File: src/rtl/micro_pkg.sv
// Shared definitions for the micro UART transmitter: state encoding and parity modes.
// Latency: n/a (declarations only).
// Backpressure: n/a.
package micro_pkg;

  localparam logic [2:0] IDLE   = 3'd0;
  localparam logic [2:0] START  = 3'd1;
  localparam logic [2:0] DATA   = 3'd2;
  localparam logic [2:0] PARITY = 3'd3;
  localparam logic [2:0] STOP   = 3'd4;

  typedef enum logic [2:0] {
    ST_IDLE   = IDLE,
    ST_START  = START,
    ST_DATA   = DATA,
    ST_PARITY = PARITY,
    ST_STOP   = STOP
  } tx_state_t;

  localparam int PARITY_NONE = 0;
  localparam int PARITY_EVEN = 1;
  localparam int PARITY_ODD  = 2;

  // Even mode makes the total count of ones even; odd mode makes it odd.
  function automatic logic parity_bit(input logic [7:0] d, input int mode);
    if (mode == PARITY_ODD) begin
      return ~^d;
    end
    return ^d;
  endfunction

endpackage

File: src/rtl/micro_uart_tx_if.sv
// Byte handshake between the micro sequencer (producer) and the UART transmitter.
// Latency: n/a (wiring only).
// Backpressure: producer holds tx_valid/tx_data until tx_ready is seen high at a posedge.
interface micro_uart_tx_if;

  logic [7:0] tx_data;
  logic       tx_valid;
  logic       tx_ready;
  logic       tx_busy;

  modport master (
    output tx_data,
    output tx_valid,
    input  tx_ready,
    input  tx_busy
  );

  modport slave (
    input  tx_data,
    input  tx_valid,
    output tx_ready,
    output tx_busy
  );

endinterface

File: src/rtl/micro_uart_tx_baud_cnt.sv
// Bit-period timer: one-cycle tick every CLKS_PER_BIT cycles while run is high.
// Latency: first tick CLKS_PER_BIT cycles after run rises; tick is combinational from the count.
// Backpressure: none; clears and holds at zero whenever run is low.
module uart_baud_cnt #(
  parameter int CLKS_PER_BIT = 16
) (
  input  logic clk,
  input  logic rst_n,
  input  logic run,
  output logic tick
);

  localparam int CNT_W = (CLKS_PER_BIT > 2) ? $clog2(CLKS_PER_BIT) : 1;
  localparam logic [CNT_W-1:0] LAST = CNT_W'(CLKS_PER_BIT - 1);

  logic [CNT_W-1:0] r_cnt;

  assign tick = run && (r_cnt == LAST);

  // Count 0..CLKS_PER_BIT-1, wrapping at the bit boundary; parked at zero when idle.
  always_ff @(posedge clk or negedge rst_n) begin
    if (!rst_n) begin
      r_cnt <= '0;
    end else if (!run || tick) begin
      r_cnt <= '0;
    end else begin
      r_cnt <= r_cnt + CNT_W'(1);
    end
  end

endmodule

File: src/rtl/micro_uart_tx.sv
// UART transmitter for micro OUT bytes: 8N/E/O with 1 or 2 stop bits, LSB first.
// Latency: start bit on txd right after the accepting edge; frame takes F cycles, ready again at k+F.
// Backpressure: tx_ready high only when idle; tx_valid while busy is ignored and not latched.
module micro_uart_tx
  import micro_pkg::*;
#(
  parameter int CLKS_PER_BIT = 16,
  parameter int PARITY       = 0,
  parameter int STOP_BITS    = 1
) (
  input  logic             clk,
  input  logic             rst_n,
  micro_uart_tx_if.slave   tx,
  output logic             txd
);

  if (CLKS_PER_BIT < 2) begin : g_bad_cpb
    $error("micro_uart_tx: CLKS_PER_BIT must be >= 2");
  end
  if (PARITY < 0 || PARITY > 2) begin : g_bad_parity
    $error("micro_uart_tx: PARITY must be 0, 1 or 2");
  end
  if (STOP_BITS != 1 && STOP_BITS != 2) begin : g_bad_stop
    $error("micro_uart_tx: STOP_BITS must be 1 or 2");
  end

  localparam logic [2:0] LAST_STOP = 3'(STOP_BITS - 1);

  tx_state_t  r_state, w_state_nxt;
  logic [7:0] r_shift, w_shift_nxt;
  logic [2:0] r_idx,   w_idx_nxt;
  logic       r_par,   w_par_nxt;
  logic       r_txd,   w_txd_nxt;
  logic       w_tick;
  logic       w_accept;
  logic       w_run;

  assign tx.tx_ready = (r_state == ST_IDLE);
  assign tx.tx_busy  = (r_state != ST_IDLE);
  assign w_accept    = tx.tx_valid && (r_state == ST_IDLE);
  assign w_run       = (r_state != ST_IDLE);
  assign txd         = r_txd;

  uart_baud_cnt #(
    .CLKS_PER_BIT (CLKS_PER_BIT)
  ) u_baud (
    .clk   (clk),
    .rst_n (rst_n),
    .run   (w_run),
    .tick  (w_tick)
  );

  // State register; reset abandons any frame in flight.
  always_ff @(posedge clk or negedge rst_n) begin
    if (!rst_n) begin
      r_state <= ST_IDLE;
    end else begin
      r_state <= w_state_nxt;
    end
  end

  // Datapath registers; txd resets to mark so the line never dips low on reset.
  always_ff @(posedge clk or negedge rst_n) begin
    if (!rst_n) begin
      r_shift <= '0;
      r_idx   <= '0;
      r_par   <= 1'b0;
      r_txd   <= 1'b1;
    end else begin
      r_shift <= w_shift_nxt;
      r_idx   <= w_idx_nxt;
      r_par   <= w_par_nxt;
      r_txd   <= w_txd_nxt;
    end
  end

  // Next state and next line level; every transition happens on a baud tick except the accept.
  always_comb begin
    w_state_nxt = r_state;
    w_shift_nxt = r_shift;
    w_idx_nxt   = r_idx;
    w_par_nxt   = r_par;
    w_txd_nxt   = r_txd;
    case (r_state)
      ST_IDLE: begin
        w_txd_nxt = 1'b1;
        if (w_accept) begin
          w_state_nxt = ST_START;
          w_shift_nxt = tx.tx_data;
          w_par_nxt   = parity_bit(tx.tx_data, PARITY);
          w_idx_nxt   = '0;
          w_txd_nxt   = 1'b0;
        end
      end
      ST_START: begin
        if (w_tick) begin
          w_state_nxt = ST_DATA;
          w_txd_nxt   = r_shift[0];
          w_shift_nxt = {1'b0, r_shift[7:1]};
          w_idx_nxt   = '0;
        end
      end
      ST_DATA: begin
        if (w_tick) begin
          if (r_idx == 3'd7) begin
            w_idx_nxt = '0;
            if (PARITY != PARITY_NONE) begin
              w_state_nxt = ST_PARITY;
              w_txd_nxt   = r_par;
            end else begin
              w_state_nxt = ST_STOP;
              w_txd_nxt   = 1'b1;
            end
          end else begin
            w_txd_nxt   = r_shift[0];
            w_shift_nxt = {1'b0, r_shift[7:1]};
            w_idx_nxt   = r_idx + 3'd1;
          end
        end
      end
      ST_PARITY: begin
        if (w_tick) begin
          w_state_nxt = ST_STOP;
          w_txd_nxt   = 1'b1;
          w_idx_nxt   = '0;
        end
      end
      ST_STOP: begin
        // r_idx counts stop-bit periods here.
        w_txd_nxt = 1'b1;
        if (w_tick) begin
          if (r_idx == LAST_STOP) begin
            w_state_nxt = ST_IDLE;
            w_idx_nxt   = '0;
          end else begin
            w_idx_nxt = r_idx + 3'd1;
          end
        end
      end
      default: begin
        w_state_nxt = ST_IDLE;
        w_txd_nxt   = 1'b1;
      end
    endcase
  end

endmodule

File: src/flat_wrapper.sv
// flat-port wrapper written by rule: the top's interface ports become plain ports
module micro_uart_tx_flat import micro_pkg::*;
#(
  parameter int CLKS_PER_BIT = 16,
  parameter int PARITY       = 0,
  parameter int STOP_BITS    = 1
)
  (clk, rst_n, txd, tx_tx_data, tx_tx_valid, tx_tx_ready, tx_tx_busy);
  micro_uart_tx_if tx_i ();
  input  logic clk;
  input  logic rst_n;
  output logic txd;
  input wire logic [$bits(tx_i.tx_data)-1:0] tx_tx_data;
  input wire logic [$bits(tx_i.tx_valid)-1:0] tx_tx_valid;
  output wire logic [$bits(tx_i.tx_ready)-1:0] tx_tx_ready;
  output wire logic [$bits(tx_i.tx_busy)-1:0] tx_tx_busy;
  assign tx_i.tx_data = tx_tx_data;
  assign tx_i.tx_valid = tx_tx_valid;
  assign tx_tx_ready = tx_i.tx_ready;
  assign tx_tx_busy = tx_i.tx_busy;
  micro_uart_tx #(.CLKS_PER_BIT(CLKS_PER_BIT), .PARITY(PARITY), .STOP_BITS(STOP_BITS)) u_core (.clk(clk), .rst_n(rst_n), .tx(tx_i), .txd(txd));
endmodule
File: config.mk
export PLATFORM = sky130hd
export DESIGN_NAME = micro_uart_tx_flat
export DESIGN_NICKNAME = d
export VERILOG_FILES = /design/src/rtl/micro_pkg.sv /design/src/rtl/micro_uart_tx_if.sv /design/src/rtl/micro_uart_tx_baud_cnt.sv /design/src/rtl/micro_uart_tx.sv /design/src/flat_wrapper.sv
export SDC_FILE = /design/constraint.sdc
export NUM_CORES = 1
export LEC_CHECK = 0
export BUFFER_PORTS_ARGS = -buffer_cell sky130_fd_sc_hd__buf_2
export CORE_ASPECT_RATIO = 2
export CORE_MARGIN = 10
export CORE_UTILIZATION = 30
export CTS_CLUSTER_DIAMETER = 80
export DETAILED_ROUTE_END_ITERATION = 8
export SETUP_SLACK_MARGIN = 0.3
export SLEW_MARGIN = 20
export SYNTH_ARGS = -nofsm -noshare
export SYNTH_HDL_FRONTEND = slang
export SYNTH_SLANG_ARGS = --single-unit
File: constraint.sdc
create_clock -name clk -period 2.35 [get_ports clk]
set_input_delay 0.235 -clock clk [delete_from_list [all_inputs] [get_ports clk]]
set_output_delay 0.235 -clock clk [all_outputs]
set_load 0.005 [all_outputs]
---- Yosys cells after proc, flatten, opt, wreduce, memory -nomap -nowiden ----
Cells that the tools add are included.
storage, ports and cells
  input bits .............................. 11
  register bits after elaboration ......... 19
  output and inout bits ................... 3
operators by class
  multiplexer cells ....................... 27
  reductions and logical operators ........ 14
  eq/ne operators ......................... 15
  $add $sub $neg .......................... 2
operators by type and width
  kind                                                 count
  two-way mux 3 bit                                    13
  two-way mux 8 bit                                    4
  case mux 8 bit (3 select lines)                      1
  case mux 3 bit (5 select lines)                      1
  case mux 3 bit (4 select lines)                      1
  != test 2 bit, second input constant                 5
  AND reduction 5 bit                                  2
  != test 2 x 1 -> 1 bit, second input constant        4
  AND reduction 7 bit                                  1
  equality test 3 x 2 -> 1 bit, second input constant  2
  equality test 3 bit, second input constant           2
  logical NOT 3 bit                                    2
  nonzero test 3 bit                                   2
  two-way mux 1 bit                                    5
  adder 4 x 1 -> 4 bit, second input constant          1
  equality test 4 bit, second input constant           1
  two-way mux 4 bit                                    1
  case mux 1 bit (4 select lines)                      1
  nonzero test 4 bit                                   1
  adder 3 x 1 -> 3 bit, second input constant          1
  equality test 3 x 1 -> 1 bit, second input constant  1
  AND reduction 3 bit                                  1
  logical AND 1 bit                                    2
  OR reduction 2 bit                                   1
  other kinds (2)                                      2

---- Logic depth before layout (Yosys ltp) ----
Gate-level depths: netlist of run 1.
  depth after elaboration ................. 4
  depth in mapped cells ................... 6
  depth with buffers taken out ............ 6

---- By module ----
Synthesis of run 1 repeated with hierarchy kept, for this count alone.
unflattened totals
  cells, all modules ...................... 102
  area total of the unflattened synthesis .. 1102.3 µm²
modules (own cells, without submodules)
  module         area an instance (µm²)  times used  cells an instance  seq. area each (µm²)
  micro_uart_tx  928.4                   1           87                 376.6
  uart_baud_cnt  173.9                   1           15                 100.1

---- Worst setup path after synthesis of run 1 ----
No wires, ideal clock.
  path type ............................... reg-to-reg
  from .................................... register u_core.r_idx[0]
  to ...................................... register u_core.r_shift[0]
  data required time ...................... 2.271 ns
  arrival time ............................ 1.821 ns
  path buffers ............................ 0
  stages on the path, launching flop included .. 7
  setup time .............................. 0.079 ns
  slack ................................... 0.450 ns
  clock period less this slack ............ 1.900 ns
  cell sequence ........................... dfrtp_1 -> ha_1 -> ha_1 -> or2_4 -> a211oi_4 -> a21boi_4 -> a2bb2oi_1
on the way
  cells in the longest elaborated chain, start to end .. 3
ends and longest elaborated chain
  item                                  line                  source
  from (decl)                           micro_uart_tx.sv:31   logic [2:0] r_idx, w_idx_nxt;
  from (signal assigned)                micro_uart_tx.sv:71   r_idx <= w_idx_nxt;
  equality test 3 bit                   micro_uart_tx.sv:105  if (r_idx == 3'd7) begin
  != test 2 bit (no source line)        --
  AND reduction 5 bit (no source line)  --
  to (signal assigned)                  micro_uart_tx.sv:70   r_shift <= w_shift_nxt;
  to (decl)                             micro_uart_tx.sv:30   logic [7:0] r_shift, w_shift_nxt;
No other way between the ends.
A chain may end at the register's enable or synchronous reset.

---- Final worst setup path of run 1 ----
  from .................................... register u_core.r_idx[0]
  to ...................................... register u_core.r_shift[2]
The elaborated chain is that of the path after synthesis.

==> reports/results.env, run 1 <==
HOLD_SLACK_PS=228
SYNTH_TOP_CELL_AREA_SHARE_PCT=43.3
GRT_PASS1_VIAS=906
WORSTHOLDPATHCELLS=3
DETAIL_ROUTE.FIRST_PASS.ITERATIONS=4
GRT_MAX_DEGREE=20
MAPPEDNETLISTNETS=113
GRT_ANTENNA_BEFORE_REPAIR=0
FINAL_ANTENNA_NET_COUNT=0
SYNTH.AVG_CELL_AREA_UM2=10.6
FINAL_NET_COUNT=129
DIE-WIDTH_UM=61.7
DRC_ERRORS=0
LAYOUT-DRIVE-GT1-SHARE_PCT=22.1
DIEHEIGHT_UM=103
LARGEST_FAMILY_OF_LOGIC_CELLS_BY_SYNTHESIZED_AREA='compound AO/OA/AOI/OAI gates'
POST_SYNTH_AND_OR_NAND_NOR_AREA_FRACTION_PCT=13.0
RSZ0062_AT_GRT='false'
FINAL_CELLS=145
PATH_CLK_SLEW_PS=70
NUM_PORTS=14
CTS_SETUP_BUFFERS=0
PORTBUFFERS=13
WORSTSKEWPAIRLATENCY_PS=260
CRIT_TYPE='reg2reg'
TRITONCTS_CLOCK_TREE='built'
NUM_VIAS=815
SYN_TO_FINAL_GROWTH_PCT=14.3
SYNTH.YOSYS.SEQ_AREA_SHARE_PCT=45.8
RELSLEWSLACK_PCT=71.9
WORST_SETUP_PATH_END_KIND='flip-flop'
SYNTH_MUX_AREA_SHARE_PCT=4.21
LEAKAGE_nW=0.563
SYNTHESIS.INSTANCES=98
CTS-HTREE-LEVELS=1
FINCLKSKEW_PS=0.875
MIN_PERIOD_PS=1910
TIMING.SETUP.TNS_PS=0
GLOBAL_ROUTE.OVERFLOW_TOTAL=0
GRT.TOTAL_USAGE_PCT=8.26
TOTAL_POWER_DIVIDED_BY_CELL_AREA_nW_PER_UM2=1350
YS_WARN_COUNT=0
FINAL_HOLD_VIOL_COUNT=0
REPORT.FINAL.SLEW_VIOL_COUNT=0
PLACED_CELLS=140
LAYOUT_COMMONEST_CELL='dfrtp_1'
WORST_PIN_SLEW_PS=421
ROUTED_WIRE_PER_STD_CELL_UM=16.2
CTS_BUFFERS=3
RUN_STATUS='completed'
SYNTH-ASYNC-RESET-RATIO_PCT=100
SYNTH_ENABLE_FLOP_CELLS=0
REG2REGPATHDEPTH=6
LAYOUT_COMMON_CELLS='18 x dfrtp_1, 13 x buf_2, 8 x o22ai_1, 8 x a2bb2oi_1, 7 x inv_1'
FIN_CRIT_SH_PCT=81.2
ACHIEVABLE-FREQUENCY_MHz=524
DESIGN.CORE.AREA_UM2=3380
DIE_AREA_UM2=6370
POSTSYNTH.TOPFLOPCELL='dfrtp_1'
TOTALPOWERFINAL_W=0.00160
DRT_FIRST_ITER_VIOLATIONS=18
WORST_HOLD_PATH_TYPE='in2reg'
VIASPERCELL=5.62
COMPOUND_GATE_PORTION_OF_THE_SYNTHESIZED_AREA_PCT=25.0
DIODES_INSERTED=0
PLACE.GP.CONGESTION=0.826
INITIAL_UTIL_PCT=30.8
DRV_CAP=0
IRDROPWORSTVDD_mV=0.647
CLOCK_PATH_BUFFERS=2
POST_SYNTH_FA_HA_MAJ_AREA_FRACTION_PCT=4.81
NETLIST.TOP_CELL.BY_AREA='dfrtp_1'
TOTAL_NUMBER_OF_PLACEMENT_ROWS=30
CRIT_PATH_MAX_FO=8
SYNTH.TOP_CELLS.BY_AREA='dfrtp_1 43%, a2bb2oi_1 6.7%, ha_1 4.8%'
WORST_EP_REQUIRED_TIME_PS=2530
CLOCKROOTBUFFER='clkbuf_8'
WL_MM=2.34
SYNTH_CELL_TYPE_COUNT=38
CTS_NUM_SINKS=19
SYNTH-XOR-AREA-SHARE_PCT=1.68
POST-DP-HPWL_MM=1.84
REPORT.FINAL.SETUP_VIOL=0
CRITICAL_PATH.STARTPOINT_TYPE='flip-flop'
GRT_PASS1_WL_MM=3.98
SYN_AREA_UM2=1040
WORST-ENDPOINT-ARRIVAL_PS=2090
COUNT_OF_STATE_ELEMENTS_AFTER_SYNTHESIS=19
[cell usage after synthesis, types with 2 or more instances]
cell type,n
clkbuf_1,2
inv_1,7
nand2_1,2
a2bb2oi_1,8
nand3b_1,2
buf_4,2
and3_1,3
ha_1,4
o21ai_0,3
o21ai_1,2
dfrtp_1,18
nor3_1,3
nor2b_1,3
o22ai_1,8
nor2_1,3
a21oi_1,4
mux2_1,3
[through the flow]
stage               instance area (um2)  utilization (%)  setup WS [ps]
floorplan                          1040                -            450
global placement                   1130             33.6            519
detailed placement                 1130             33.6            419
CTS                                1190             35.2            429
global route                       1190             35.2            323
finish                             1190             35.2            441
[routing by layer]
| metal | up-vias | global-route usage [%] | wire [um] |
|---|---|---|---|
| met1 | 395 | 8.20 | 896 |
| met5 | - | 0 | 0 |
| met4 | 0 | 6.06 | 81 |
| met3 | 7 | 2.44 | 132 |
| met2 | 24 | 13.8 | 1230 |
| li1 | 389 | - | - |
[flip-flops by register name, indices dropped and copies added, names as in the netlist]
register / count
u_core.r_idx: 3
u_core.r_state: 3
u_core.r_shift: 8
u_core.txd: 1
u_core.u_baud.r_cnt: 4
[cells by family (layout without fill, tap and decap cells)]
group                      Yosys count  after routing
AOI/OAI and AO/OA                   33             33
xor gates and xnor gates             2              2
adders and majority gates            4              4
buffers and inverters               13             28
DFF                                 19             19
muxes                                4              4
and+or+nand+nor                     23             23
[cell type report]
cell class                      count  area, um2
Sequential cell                    19        477
Clock inverter                      1       5.00
Fill cell                         353       2190
Clock buffer                        3       41.3
Tap cell                           32       40.0
Inverter                            8       30.0
Multi-Input combinational cell     66        507
Timing Repair Buffer               16       90.1
[worst max-delay path, stage by stage, from the launching register on]
cell	delay (ps)
dfrtp_1	410
ha_1	210
ha_1	190
or2_4	250
a211oi_4	250
a21boi_4	330
a2bb2oi_1	190
[power by group]
part	internal (W)	leakage, nW	switching [W]
clock network	0.000118	0.0255	0.000112
registers	0.000475	0.227	0.000148
logic	0.000392	0.311	0.000359
[path summary, 6_finish.rpt]
kind,from,endpoint,slack [ps]
max in group asynchronous,rst_n,u_core.txd,1580
min in group asynchronous,rst_n,u_core.r_shift[5],450
worst min register to register,u_core.u_baud.r_cnt[0],u_core.u_baud.r_cnt[0],510
worst max-delay path,u_core.r_idx[0],u_core.r_shift[2],440
worst max register to register,u_core.r_idx[0],u_core.r_shift[2],440
worst min-delay path,tx_tx_data[7],u_core.r_shift[7],230
[timing repair]
item                                    CTS  global route
hold buffers                              1             0
gates resized for setup                   0             0
endpoints found under the setup margin    0             0
endpoints found under the hold margin    18             0
No activity file was read; power rests on OpenSTA's default activity.
==> run 2: changes to the inputs <==
ABC_AREA = 1   (was unset)
clock period = 1.81 ns   (was 2.35 ns; I/O delays follow)
==> run 2 against run 1 <==
Compared with the run above: critical endpoint is now u_core.r_shift[6]; via count rose by 22%; die area grew 5.7%; register-to-register slack lost 90 ps; sequential share of layout area down 4.8 points; first-iteration DRC count grew 44%; critical path type unchanged; combinational power is 97% lower; routed wire length rose by 11%; largest power group is now registers; count of clock-buffer cells in the layout did not move; core utilization up 2.2 points; non-clock buffer count grew 2; global-route usage down 0.51 points; critical path depth stayed put.
==> reports/results.env, run 2 <==
RUN_STATUS='completed'
WL_MM=2.60
LEAKAGE_nW=0.695
HOLD_SLACK_PS=177
NUM_PORTS=14
LAYOUT_COMMON_CELLS='43 x nand2_1, 21 x inv_1, 18 x nand3_1, 18 x dfrtp_1, 13 x buf_2'
WORST-ENDPOINT-ARRIVAL_PS=1610
CLOCKROOTBUFFER='clkbuf_8'
TOTALPOWERFINAL_W=0.000739
DIODES_INSERTED=0
GRT_PASS1_VIAS=1101
SYNTH_ENABLE_FLOP_CELLS=0
TOTAL_POWER_DIVIDED_BY_CELL_AREA_nW_PER_UM2=547
GRT_PASS1_WL_MM=4.33
SYNTH_TOP_CELL_AREA_SHARE_PCT=40.2
FINAL_NET_COUNT=186
GRT.TOTAL_USAGE_PCT=7.75
CTS_NUM_SINKS=19
SYNTH_MOST_COMMON_CELL='nand2_1'
FIN_CRIT_SH_PCT=80.7
STDCELL_AREA_UM2=1350
CRIT_PATH_MAX_FO=8
SYNTH.AVG_CELL_AREA_UM2=7.57
POSTSYNTH.TOPFLOPCELL='dfrtp_1'
DETAIL_ROUTE.FIRST_PASS.ITERATIONS=4
MAX_FLOP_REGISTER='u_core.r_shift'
FINCLKSKEW_PS=2.15
DRV_CAP=0
PLACE.GP.CONGESTION=0.832
VIASPERCELL=4.54
PATH_CLK_SLEW_PS=70
LAYOUT-DRIVE-GT1-SHARE_PCT=24.1
MAX_REG_FLOPS=8
IRDROPWORSTVDD_mV=0.329
SYN_AREA_UM2=1120
INITIAL_UTIL_PCT=31.1
CTS_BUFFERS=3
GRT_ANTENNA_BEFORE_REPAIR=0
PORTBUFFERS=13
REPORT.FINAL.SLEW_VIOL_COUNT=0
GLOBAL_ROUTE.OVERFLOW_TOTAL=0
DRC_ERRORS=0
RELSLEWSLACK_PCT=69.8
FINAL_ANTENNA_NET_COUNT=0
TOP_REGS='u_core.r_shift x8, u_core.u_baud.r_cnt x4'
ACHIEVABLE-FREQUENCY_MHz=685
TIMING.SETUP.TNS_PS=0
SYN_TO_FINAL_GROWTH_PCT=20.4
DIE_AREA_UM2=6730
MAPPEDNETLISTNETS=163
NETLIST_TOP_CELLS_COUNT='44 x nand2_1, 21 x inv_1, 19 x nand3_1'
ROUTED_WIRE_PER_STD_CELL_UM=11.9
POST-DP-HPWL_MM=1.99
SYNTHESIS.INSTANCES=148
YS_WARN_COUNT=0
NUM_VIAS=995
WORST_SETUP_PATH_END_KIND='flip-flop'
SYNTH-ASYNC-RESET-RATIO_PCT=100
SYNTH_CELL_TYPE_COUNT=20
TOTAL_NUMBER_OF_PLACEMENT_ROWS=31
DIE-WIDTH_UM=63.2
DESIGN.CORE.AREA_UM2=3610
WORST_PIN_SLEW_PS=452
SYNTH.YOSYS.SEQ_AREA_SHARE_PCT=42.5
LAYOUT_COMMONEST_CELL='nand2_1'
FINAL_HOLD_VIOL_COUNT=0
DRT_FIRST_ITER_VIOLATIONS=26
COUNT_OF_STATE_ELEMENTS_AFTER_SYNTHESIS=19
WORSTSKEWPAIRLATENCY_PS=250
MIN_PERIOD_PS=1460
SYNTH.TOP_CELLS.BY_AREA='dfrtp_1 40%, nand2_1 15%, nand3_1 8.5%'
WORST_HOLD_PATH_TYPE='in2reg'
WORST-R2R-SETUP-SLACK_PS=350
DIEHEIGHT_UM=106
NETLIST.TOP_CELL.BY_AREA='dfrtp_1'
TRITONCTS_CLOCK_TREE='built'
CLOCK_PATH_BUFFERS=2
WORST_EP_REQUIRED_TIME_PS=1960
POSTPLACECELLAREA_UM2=1240
REPORT.FINAL.SETUP_VIOL=0
CRIT_TYPE='reg2reg'
RSZ0062_AT_GRT='true'
GRT_MAX_DEGREE=20
CRITICAL_PATH.STARTPOINT_TYPE='flip-flop'
CTS-HTREE-LEVELS=1
[run 2: area by class of cell]
cell class	instances	area, um2
fillers	393	2260
well taps	49	61.3
inverters	22	85.1
clock buffers	3	41.3
repair buffers	18	109
multi-input cells	107	572
clock inverters	1	5.00
flip-flops and latches	19	477
[run 2: through the flow]
stage,setup slack (ps),cells,util (%)
2_1_floorplan,425,148,-
3_3_place_gp,276,210,34.4
3_5_place_dp,287,210,34.4
4_1_cts,302,215,36.1
5_1_grt,272,219,37.4
6_report,349,219,37.4
[run 2: worst paths after layout]
check / endpoint / from / cells past startpoint
worst max-delay path: u_core.r_shift[6] / u_core.r_idx[0] / 6
worst min-delay path: u_core.r_shift[7] / tx_tx_data[7] / 3
worst max register to register: u_core.r_shift[6] / u_core.r_idx[0] / 6
worst min register to register: u_core.u_baud.r_cnt[0] / u_core.u_baud.r_cnt[0] / 1
max in group asynchronous: u_core.txd / rst_n / 2
min in group asynchronous: u_core.r_idx[2] / rst_n / 2
[run 2: report_power, final]
| group | switching [W] | internal, W | leakage, nW | total [W] |
|---|---|---|---|---|
| Combinational | 0.0000113 | 0.00000897 | 0.422 | 0.0000203 |
| Clock | 0.000141 | 0.000153 | 0.0255 | 0.000294 |
| Sequential | 0 | 0.000424 | 0.247 | 0.000424 |
| Total | 0.000153 | 0.000586 | 0.695 | 0.000739 |
[run 2: cells by family (layout without fill, tap and decap cells)]
| group | Yosys count | in the layout | synth area share, % |
|---|---|---|---|
| buffers and inverters | 24 | 44 | 9.60 |
| AOI/OAI and AO/OA | 14 | 14 | 7.59 |
| xor gates and xnor gates | 1 | 1 | 0.781 |
| adders and majority gates | 4 | 4 | 4.46 |
| and+or+nand+nor | 86 | 88 | 35.0 |
| DFF | 19 | 19 | 42.5 |
[run 2: routing by layer]
metal	share of wire (%)	global-route usage [%]	wire, um
met1	37	6.65	962
met4	1.7	3.62	44
met2	58	15.8	1500
met5	0	0	0
met3	3.5	1.79	92
[run 2: what timing repair did]
item | CTS | global route
pin swaps | 1 | 4
hold buffers | 1 | 0
cloned | 0 | 2
resized for setup | 2 | 6
setup endpoints to repair | 12 | 16
endpoints found under the hold margin | 18 | 0
buffers inserted | 0 | 2
[run 2: critical path, stage by stage, from the launching register on]
cell	delay [ps]
dfrtp_1	400
ha_1	200
ha_2	200
a21oi_4	290
nand2_2	140
nand2_1	80
nand2_1	50
==> run 3: changes to the inputs <==
clock period = 1.23 ns   (was 1.81 ns; I/O delays follow)
==> run 3 against run 2 <==
Compared with the run above: the flow now finishes with violations (setup timing); hold slack worse by 67 ps; critical path depth is 2 higher; power is 51% higher; clock skew is 4.6 ps higher; combinational power is 47% higher; first-iteration DRC count is 19% lower; sequential share of layout area is 9.0 points lower; count of clock-buffer cells in the layout stayed put; register-to-register slack worse by 530 ps; non-clock buffer count is 27 higher; final area is 35% higher; sequential power is 47% higher; critical path type unchanged.
==> reports/results.env, run 3 (synthesis gave the netlist of run 2 again) <==
FINAL_CELLS=246
TOTAL_NUMBER_OF_PLACEMENT_ROWS=31
WORST_PIN_SLEW_PS=446
LEAKAGE_nW=0.863
DIEHEIGHT_UM=106
CTS_BUFFERS=3
RSZ0062_AT_GRT='true'
PORTBUFFERS=13
POSTLAYOUTCOREUTIL_PCT=50.4
PATH_CLK_SLEW_PS=80
ROUTED_WIRE_PER_STD_CELL_UM=12.6
REPORT.FINAL.SETUP_VIOL=17
DRV_CAP=0
GRT_PASS1_WL_MM=4.93
CTS_NUM_SINKS=19
LAYOUT_COMMONEST_CELL='nand2_1'
FINCLKSKEW_PS=6.75
FINAL_NET_COUNT=213
TOP_REGS='u_core.r_shift x8, u_core.u_baud.r_cnt x4'
RELSLEWSLACK_PCT=70.3
DIODES_INSERTED=0
CTS-HTREE-LEVELS=1
NUM_VIAS=1129
DRC_ERRORS=0
TOTALPOWERFINAL_W=0.00112
INITIAL_UTIL_PCT=31.1
CRIT_PATH_MAX_FO=5
DESIGN.CORE.AREA_UM2=3610
TRITONCTS_CLOCK_TREE='built'
FINAL.FILL_COUNT=349
VIASPERCELL=4.59
DRT_FIRST_ITER_VIOLATIONS=21
GRT_ANTENNA_BEFORE_REPAIR=0
IRDROPWORSTVDD_mV=0.624
DIE_AREA_UM2=6730
WORST_EP_REQUIRED_TIME_PS=1440
MAX_REG_FLOPS=8
FAILING_CHECKS='setup timing'
LAYOUT_COMMON_CELLS='34 x nand2_1, 23 x buf_4, 17 x inv_1, 16 x dfrtp_1, 10 x buf_2'
CLOCKROOTBUFFER='clkbuf_8'
WORST_SETUP_PATH_END_KIND='flip-flop'
POST-DP-HPWL_MM=2.18
PLACED_CELLS=228
DETAIL_ROUTE.FIRST_PASS.ITERATIONS=4
CRITICAL_PATH.STARTPOINT_TYPE='flip-flop'
WORST-ENDPOINT-ARRIVAL_PS=1620
PLACE.GP.CONGESTION=0.767
GRT.TOTAL_USAGE_PCT=9.00
FIN_CRIT_SH_PCT=115
SYN_TO_FINAL_GROWTH_PCT=62.3
CLOCK_PATH_BUFFERS=2
TOTAL_POWER_DIVIDED_BY_CELL_AREA_nW_PER_UM2=614
WORSTSKEWPAIRLATENCY_PS=270
MIN_PERIOD_PS=1420
MAX_FLOP_REGISTER='u_core.r_shift'
WORST_HOLD_PATH_TYPE='in2reg'
CRIT_TYPE='reg2reg'
FINAL_HOLD_VIOL_COUNT=0
REPORT.FINAL.SLEW_VIOL_COUNT=0
WL_MM=3.10
NUM_PORTS=14
DIE-WIDTH_UM=63.2
GRT_MAX_DEGREE=20
POSTLAYOUTSETUPSLACKWORST_PS=-185
GRT_PASS1_VIAS=1149
GLOBAL_ROUTE.OVERFLOW_TOTAL=0
RUN_STATUS='finished with violations'
LAYOUT-DRIVE-GT1-SHARE_PCT=50.8
ACHIEVABLE-FREQUENCY_MHz=707
FINAL_ANTENNA_NET_COUNT=0
[run 3: area by class of cell]
type	instances	area, um2	area share [%]
Clock buffer	3	41.3	2.27
Clock inverter	1	5.00	0.275
Inverter	22	95.1	5.23
Multi-Input combinational cell	107	754	41.5
Sequential cell	19	479	26.3
Tap cell	49	61.3	3.37
Timing Repair Buffer	45	383	21.0
[run 3: final timing paths]
check,from,to,slack [ps],cells past startpoint
hold / removal,tx_tx_data[7],u_core.r_shift[7],110,3
setup / recovery,u_core.r_idx[1],u_core.txd,-190,8
min in group asynchronous,rst_n,u_core.r_shift[6],320,2
setup reg to reg,u_core.r_idx[1],u_core.txd,-190,8
max in group asynchronous,rst_n,u_core.txd,570,2
hold reg to reg,u_core.r_shift[6],u_core.r_shift[6],480,2
[run 3: critical path, stage by stage, from the launching register on]
cell and delay, ps:
dfrtp_1 400, ha_2 200, ha_4 170, a21oi_4 160, buf_12 150, buf_12 110
nand2_4 40, nor2_4 70, nor2_1 40
[run 3: metal layers]
layer	up-vias	global-route usage, %	share of wire (%)
li1	567	-	-
met1	534	8.62	37
met2	20	17.9	58
met3	8	1.58	1.7
met4	0	3.77	3.1
met5	-	0	0
[run 3: power breakdown]
group / switching [W] / internal (W)
combinational: 0.0000166 / 0.0000132
sequential: 0 / 0.000624
clock: 0.000236 / 0.000226
total: 0.000253 / 0.000863
[run 3: stage by stage]
stage / area, um2 / hold slack [ps] / setup TNS [ps] / setup WS (ps)
after floorplan: 1160 / -173 / -754 / -73.9
after global placement: 1440 / 90.4 / -2190 / -183
after detailed placement: 1440 / 92.6 / -2700 / -218
after CTS: 1610 / 118 / -2040 / -140
after global routing: 1820 / 125 / -3450 / -236
final: 1820 / 110 / -2210 / -185
[run 3: timing repair]
| item | CTS | global route |
|---|---|---|
| hold endpoints to repair | 18 | 0 |
| pin swaps | 6 | 20 |
| cloned | 1 | 1 |
| hold buffers | 1 | 0 |
| resized for setup | 21 | 35 |
| buffers inserted | 4 | 7 |
| setup endpoints to repair | 22 | 22 |
